--- config.mk ---
export PLATFORM = sky130hd
export DESIGN_NAME = pipelined_skip_carry_adder
export DESIGN_NICKNAME = d
export VERILOG_FILES = /design/src/rtl/pipelined_skip_carry_adder.sv
export SDC_FILE = /design/constraint.sdc
export NUM_CORES = 1
export LEC_CHECK = 0
export CAP_MARGIN = 20
export CORE_UTILIZATION = 31
export CTS_CLUSTER_DIAMETER = 50
export DETAILED_ROUTE_END_ITERATION = 10
export MAX_ROUTING_LAYER = met4
export SKIP_LAST_GASP = 1
export SLEW_MARGIN = 10
export SYNTH_ARGS = -nofsm -noshare
export SYNTH_HDL_FRONTEND = slang
export SYNTH_SLANG_ARGS = --single-unit
--- constraint.sdc ---
create_clock -name clk -period 20.7 [get_ports clk]
set_input_delay 4.14 -clock clk [delete_from_list [all_inputs] [get_ports clk]]
set_output_delay 4.14 -clock clk [all_outputs]
set_load 0.01 [all_outputs]
--- src/rtl/pipelined_skip_carry_adder.sv ---
// pipelined_skip_carry_adder: N-bit carry-skip add/sub split into S register stages of P skip blocks each,
// all stages advancing together under a single valid/ready enable.
module pipelined_skip_carry_adder #(
    parameter int N = 32,
    parameter int B = 4,
    parameter int P = 2
) (
    input  logic           clk,
    input  logic           rst_n,
    input  logic           in_valid,
    output logic           in_ready,
    input  logic [N-1:0]   in1,
    input  logic [N-1:0]   in2,
    input  logic           cin,
    input  logic           sub,
    output logic           out_valid,
    input  logic           out_ready,
    output logic [N-1:0]   s,
    output logic           cout,
    output logic           OF,
    output logic [N/B-1:0] skip_mask
);
    localparam int NB = N / B;
    localparam int S = (NB + P - 1) / P;

    logic          v_r [S];
    logic          c_r [S];
    logic [N-1:0]  a_r [S];
    logic [N-1:0]  b_r [S];
    logic [N-1:0]  s_r [S];
    logic [NB-1:0] m_r [S];
    logic          v_n [S];
    logic          c_n [S];
    logic [N-1:0]  a_n [S];
    logic [N-1:0]  b_n [S];
    logic [N-1:0]  s_n [S];
    logic [NB-1:0] m_n [S];
    logic          adv;

    assign adv = !v_r[S-1] || out_ready;
    assign in_ready = adv;

    // Stage j finishes blocks j*P.. using the carry left by stage j-1; stage 0 works on the live operands.
    always_comb begin
        logic [N-1:0]  a, b, sm;
        logic [NB-1:0] m;
        logic          c, rc, x, p;
        int            pj;
        a = '0;
        b = '0;
        sm = '0;
        m = '0;
        c = 1'b0;
        rc = 1'b0;
        x = 1'b0;
        p = 1'b0;
        pj = 0;
        for (int j = 0; j < S; j++) begin
            pj = j == 0 ? 0 : j - 1;
            v_n[j] = j == 0 ? in_valid : v_r[pj];
            a = j == 0 ? in1 : a_r[pj];
            b = j == 0 ? in2 ^ {N{sub}} : b_r[pj];
            c = j == 0 ? sub | cin : c_r[pj];
            sm = j == 0 ? '0 : s_r[pj];
            m = j == 0 ? '0 : m_r[pj];
            for (int k = j * P; k < NB && k < j * P + P; k++) begin
                rc = c;
                p = 1'b1;
                for (int i = k * B; i < k * B + B; i++) begin
                    x = a[i] ^ b[i];
                    sm[i] = x ^ rc;
                    rc = (a[i] & b[i]) | (x & rc);
                    p = p & x;
                end
                m[k] = p;
                c = p ? c : rc;
            end
            a_n[j] = a;
            b_n[j] = b;
            s_n[j] = sm;
            c_n[j] = c;
            m_n[j] = m;
        end
    end

    always_ff @(posedge clk) begin
        for (int j = 0; j < S; j++) begin
            if (!rst_n) begin
                v_r[j] <= 1'b0;
                c_r[j] <= 1'b0;
                a_r[j] <= '0;
                b_r[j] <= '0;
                s_r[j] <= '0;
                m_r[j] <= '0;
            end else if (adv) begin
                v_r[j] <= v_n[j];
                c_r[j] <= c_n[j];
                a_r[j] <= a_n[j];
                b_r[j] <= b_n[j];
                s_r[j] <= s_n[j];
                m_r[j] <= m_n[j];
            end
        end
    end

    assign out_valid = v_r[S-1];
    assign s = s_r[S-1];
    assign cout = c_r[S-1];
    assign skip_mask = m_r[S-1];
    assign OF = (a_r[S-1][N-1] == b_r[S-1][N-1]) && (s_r[S-1][N-1] != a_r[S-1][N-1]);
endmodule

==> impl_results.md <==
- Sink count of the clock tree: 206
- Maximum level of the CTS H-tree: 1
- Post-layout total power: ~0.94 mW
- Category of the most critical setup path: input pin to output port
- Total of fill cells in the finished design: between 2000 and 3000
- Pint: roughly 0.74 mW
- Share of the core filled with cells: 39.14%
- Buffer type at the clock tree root: clkbuf_16
- Final global-route overflow total: 0
- Most common library cell in the layout ignoring fill and taps: edfxtp_1
- Worst setup EP type: output port
- First-pass DRT Iterations: 4
- Placeable core region: between 0.02 and 0.03 mm²
- Commonest cells after routing, fill and taps aside: 204 x edfxtp_1, 159 x and3_1, 111 x clkdlybuf4s50_1, 45 x nor2_1, 35 x inv_1
- Initial standard-cell utilization of the core: between 30% and 40%
- # hold bufs at CTS: 0
- Pin slew with the least headroom to its limit: ~1000 ps
- Clock Path Buffers: 3
- Global routing usage summed across all routing layers: 11.10%
- Total via count after detailed routing: around 4800
- Final net count: between 800 and 900
- Port Buf Inserts: 113
- Height of the die: ~170 µm
- Final setup slack of the worst path: 10590 ps
- Starting DRC count in detailed routing: a little under 300
- Critical path fanouts, max: 91
- Max Cap Violations: 0
- Slew HR: 32.73%
- FMAX: between 90 and 100 MHz
- Number of warning messages in the yosys log: 0
- Clock Pin Slew Worst Setup and Hold Paths: roughly 60 ps
- Number of placement rows: 62
- Area growth from synthesis to final layout: 23.10%
- I/O Pins: 114
- Vias in the first global route: 4821
- Share of synthesized area occupied by flip-flops and latches: about 67%
- Worst vdd ir: approximately 0.048 mV
- Mean instance size in the synthesized netlist: between 15 and 20 µm²
- Area of the mapped netlist: 0.009225 mm²
- Gate Count Post-Synth: approximately 620
- P_leak: 5.142 nW
- Combinational Power Share: 8.0%
- Post-Route Setup TNS: 0 ps
- Share of total power in the clock network: 38.8%
- Final Routed Wirelength: 16220 µm
- Final Setup Violations: 0
- Number of nets produced by synthesis: roughly 750
- Run status: completed
- Switching Share: a little over a fifth
- Remaining routing DRC violations: 0
- Post-synth cell types: 29
- Final critical-path required period: ~10000 ps
- Kind of launch point of the worst setup path: input pin
- Portion of total power attributed to sequential cells: 53.1%
- Number of storage elements in the synthesis netlist: slightly above 200
- Number of gates given a new drive strength after cts: 0
- Wire length per cell: ~15 µm
- Arrival time of data at the critical path endpoint: approximately 6000 ps
- Antenna violations before repair: 0
- Count of antenna diodes in the layout: 0
- Post-detail-place hpwl: just over 10000 µm
- Clock tree from TritonCTS: built
- Number of clock buffers inserted by TritonCTS: 22
- Net switching power figure: between 0.15 and 0.2 mW
- Detail-routed via count per cell: about 4.3
- Worst min-delay path category: register to register
- Setup repair after global routing missed its margin: false
- Clock skew: between 5 and 6 ps
- Share of post-route cells with drive strength above 1: around 6.1%
- Final instance area: between 0.01 and 0.015 mm²
- Total placed instance area: between 0.01 and 0.015 mm²
- Fin. Hold Viols: 0
- Routability cong.: about 0.74
- Die Footprint: 0.03045 mm²
- Worst-Skew Late Latency: between 400 and 500 ps
- Pin count of the biggest net entering global routing: around 110
- Post-place setup slack: 10610 ps
- Global-route wire length before repair: roughly 26000 µm
- Fraction of the cycle the final worst path needs: roughly 49%
- Number of setup buffers added after CTS: 0
- Power per cell area: 82.63 mW/mm²
- Worst endpoint required time: approximately 17000 ps
- DIE WIDTH: roughly 170 µm
- Final Max Tran Viols: 0
- Final ANT Viol Nets: 0
layout make-up:
cell class	count	area, µm²	share of cell area (%)
sequential	206	6166	54.30
multi-input combinational	329	2711	23.88
timing repair buffer	119	1189	10.47
clock buffer	26	586.8	5.167
tap	384	480.5	4.231
inverter	36	137.6	1.212
clock inverter	11	85.08	0.7492
cell usage after synthesis (all sizes together):
cell type | n | area, µm²
edfxtp | 204 | 6126
and3 | 159 | 994.7
nor2 | 45 | 168.9
inv | 36 | 135.1
fa | 32 | 640.6
ha | 32 | 400.4
xnor2 | 24 | 210.2
buf | 23 | 135.1
clkbuf | 21 | 85.08
xor2 | 8 | 70.07
nand2 | 6 | 30.03
nand4 | 6 | 37.54
mux2i | 3 | 30.03
a211oi | 2 | 15.01
and4 | 2 | 17.52
dfxtp | 2 | 40.04
nand4b | 2 | 17.52
a21boi | 1 | 7.510
mux2 | 1 | 11.26
nand3 | 1 | 5.000
nor2b | 1 | 13.76
o211ai | 1 | 7.510
o21ai | 1 | 5.000
o31ai | 1 | 12.51
or3b | 1 | 8.760
routing by layer:
metal	global-route usage (%)	vias to the layer above	share of wire [%]
li1	-	2383	-
met1	15.96	2264	50
met2	16.14	102	44
met3	1.837	16	4.2
met4	3.152	0	1.5
met5	-	-	0
power by group through the flow:
stage | clock [mW] | combinational [mW] | sequential, mW
2_1_floorplan | 0 | 0.0416 | 0.507
3_3_place_gp | 0 | 0.0756 | 0.507
3_5_place_dp | 0 | 0.0769 | 0.508
4_1_cts | 0.375 | 0.0773 | 0.499
5_1_grt | 0.393 | 0.0858 | 0.502
6_report | 0.364 | 0.0753 | 0.499
metrics by stage:
step | std cells | hold WS, ps
floorplan | 615 | 436.4
global placement | 1073 | 446.6
detailed placement | 1073 | 464.5
CTS | 1110 | 470.8
global route | 1111 | 512.5
finish | 1111 | 468.5
worst max-delay path: stages:
cell and delay [ps]:
clkdlybuf4s50_1 520, nor2b_4 80, inv_4 530, clkdlybuf4s50_1 670
cells by family after synthesis:
| kind of cell | count (synthesis) | synth area share (%) |
|---|---|---|
| compound gates | 6 | 0.5153 |
| xor+xnor | 32 | 3.038 |
| fa+ha+maj | 64 | 11.28 |
| buf+inv | 80 | 3.852 |
| flops | 206 | 66.84 |
| mux | 4 | 0.4476 |
| simple gates | 223 | 14.02 |
final timing paths:
kind,from,endpoint,slack (ps),depth (start not counted)
max,out_ready,in_ready,10590,4
max reg2reg,a_r[2][24],s_r[3][31],16460,13
min,v_r[2],v_r[2],470,2
min reg2reg,v_r[2],v_r[2],470,2
flip-flops by register name (all words and copies together) (netlist names):
name / cells
v_r: 4
c_r: 4
a_r: 49
b_r: 49
s_r: 80
m_r: 20
Note: power is estimated with default switching activity, not from simulation.
==> variant: new RTL, same settings <==
The parameter `N` goes from 32 to 16.
--- a/src/rtl/pipelined_skip_carry_adder.sv
+++ b/src/rtl/pipelined_skip_carry_adder.sv
@@ -1,7 +1,7 @@
 // pipelined_skip_carry_adder: N-bit carry-skip add/sub split into S register stages of P skip blocks each,
 // all stages advancing together under a single valid/ready enable.
 module pipelined_skip_carry_adder #(
-    parameter int N = 32,
+    parameter int N = 16,
     parameter int B = 4,
     parameter int P = 2
 ) (
Ports: changed (resized in1, in2, s and skip_mask); port bits go from 114 to 62. The function was not compared with the original's and may differ.
==> variant against the unedited design <==
- design area decreased by 69%
- sequential cell count decreased by 154
- area after synthesis decreased by 70%
- routed wire length decreased by 72%
- core utilization increased by 2.0 points
- first-iteration DRC count decreased by 83%
- power decreased by 75%
- sequential share of layout area decreased by 11 points
- combinational power decreased by 34%
- setup slack improved by 370 ps
- largest power group unchanged
==> variant: results (changes against the unedited design) <==
[outcome]
status = complete, no violations

[cts]
root_buffer = clkbuf_8
max-clock-path-buffers = 2  ; -1
htreeDepth = 2  ; +1
cts-buffers-inserted = 5  ; -77%
clk_pin_slew_worst_paths_ps = 80  ; +20 ps

[power_and_ir_drop]
leakage_nw = 1.57  ; -70%
peakVddDrop_uv = 26.3  ; -45%

[synth]
synth_common_cells = edfxtp_1 (50), inv_1 (26), and3_1 (25), nor2_1 (24)
postSynthNetCount = 275  ; -63%
yosysSeqAreaShare = 0.560  ; -0.108
synth_area_leaders = edfxtp_1 (55%), fa_1 (12%), ha_1 (7.3%)

[setup_path]
crit_fanout = 29  ; -68%
cp_slowest_stage_delay_ps = 590  ; -80 ps
cp_data_arrival_time_ps = 5600  ; -370 ps

[final_layout]
nNetsFinal = 336  ; -60%
drive_above_1_share = 0.0526  ; -0.00789
largestRegisters = s_r: 24 flops, a_r: 9 flops, b_r: 9 flops

[sta]
fin_skew_ps = 3.27  ; -2.26 ps
relSlewSlack = 0.370  ; +0.0428

[global_routing]
grt_max_degree = 51  ; -53%
track_usage = 0.112  ; +0.000689

[drt]
drt_iter0_markers = 49  ; -83%
via_per_inst = 4.30  ; +0.31%
wl_um = 4540  ; -72%

[placed_design]
placed_cell_area_sq_um = 3460  ; -68%

-- variant: cell count changes after synthesis, moves of 5 or more --
cell      change
buf_2        -12
nor2_1       -21
inv_1         -9
clkbuf_2      -5
clkbuf_1     -12
xnor2_1      -16
fa_1         -16
buf_4         -6
edfxtp_1    -154
and3_1      -134
ha_1         -16
-- variant: kinds of logic (layout without fill, tap and decap cells) --
family | count (synthesis) | in the layout | synth area share
compound gates | 4 | 4 | 0.0118
xor+xnor | 16 | 16 | 0.0509
fa+ha+maj | 32 | 32 | 0.189
buf+inv | 36 | 97 | 0.0559
flops | 52 | 52 | 0.560
mux | 2 | 2 | 0.00909
simple gates | 63 | 63 | 0.123
-- variant: final timing paths --
| check | start | endpoint | slack [ps] | cells past startpoint |
|---|---|---|---|---|
| worst min register to register | v_r[0] | v_r[1] | 470 | 1 |
| worst max register to register | c_r[0] | s_r[1][15] | 16560 | 14 |
| worst max-delay path | out_ready | in_ready | 10960 | 5 |
| worst min-delay path | v_r[0] | v_r[1] | 470 | 1 |
-- variant: layer usage --
metal	track usage	up-vias	routed length [um]
met5	-	-	0
met2	0.204	44	2460
met4	0.0373	0	59
met1	0.118	759	1800
li1	-	800	-
met3	0.0261	6	218
-- variant: stage by stage --
step | worst slack, ps | util | power [W] | cells | hold WS, ps
finish | 10960 | 0.412 | 0.000236 | 374 | 467
global route | 10890 | 0.412 | 0.000251 | 374 | 488
global placement | 10960 | 0.400 | 0.000185 | 366 | 449
floorplan | 11940 | - | 0.000161 | 205 | 434
detailed placement | 10960 | 0.400 | 0.000186 | 366 | 450
CTS | 10950 | 0.409 | 0.000239 | 373 | 470
-- variant: where the power goes --
group | switching [W] | internal (W) | leakage (nW)
sequential | 0.00000439 | 0.000129 | 0.600
combinational | 0.0000218 | 0.0000276 | 0.926
clock | 0.0000301 | 0.0000230 | 0.0410
total | 0.0000563 | 0.000179 | 1.57
-- variant: area by class of cell --
class	count	area, sq um	share of cell area
sequential	52	1540	0.433
multi-input combinational	117	1060	0.298
timing repair buffer	64	646	0.182
tap	108	135	0.0380
inverter	26	97.6	0.0274
clock buffer	6	72.6	0.0204
clock inverter	1	5.00	0.00141
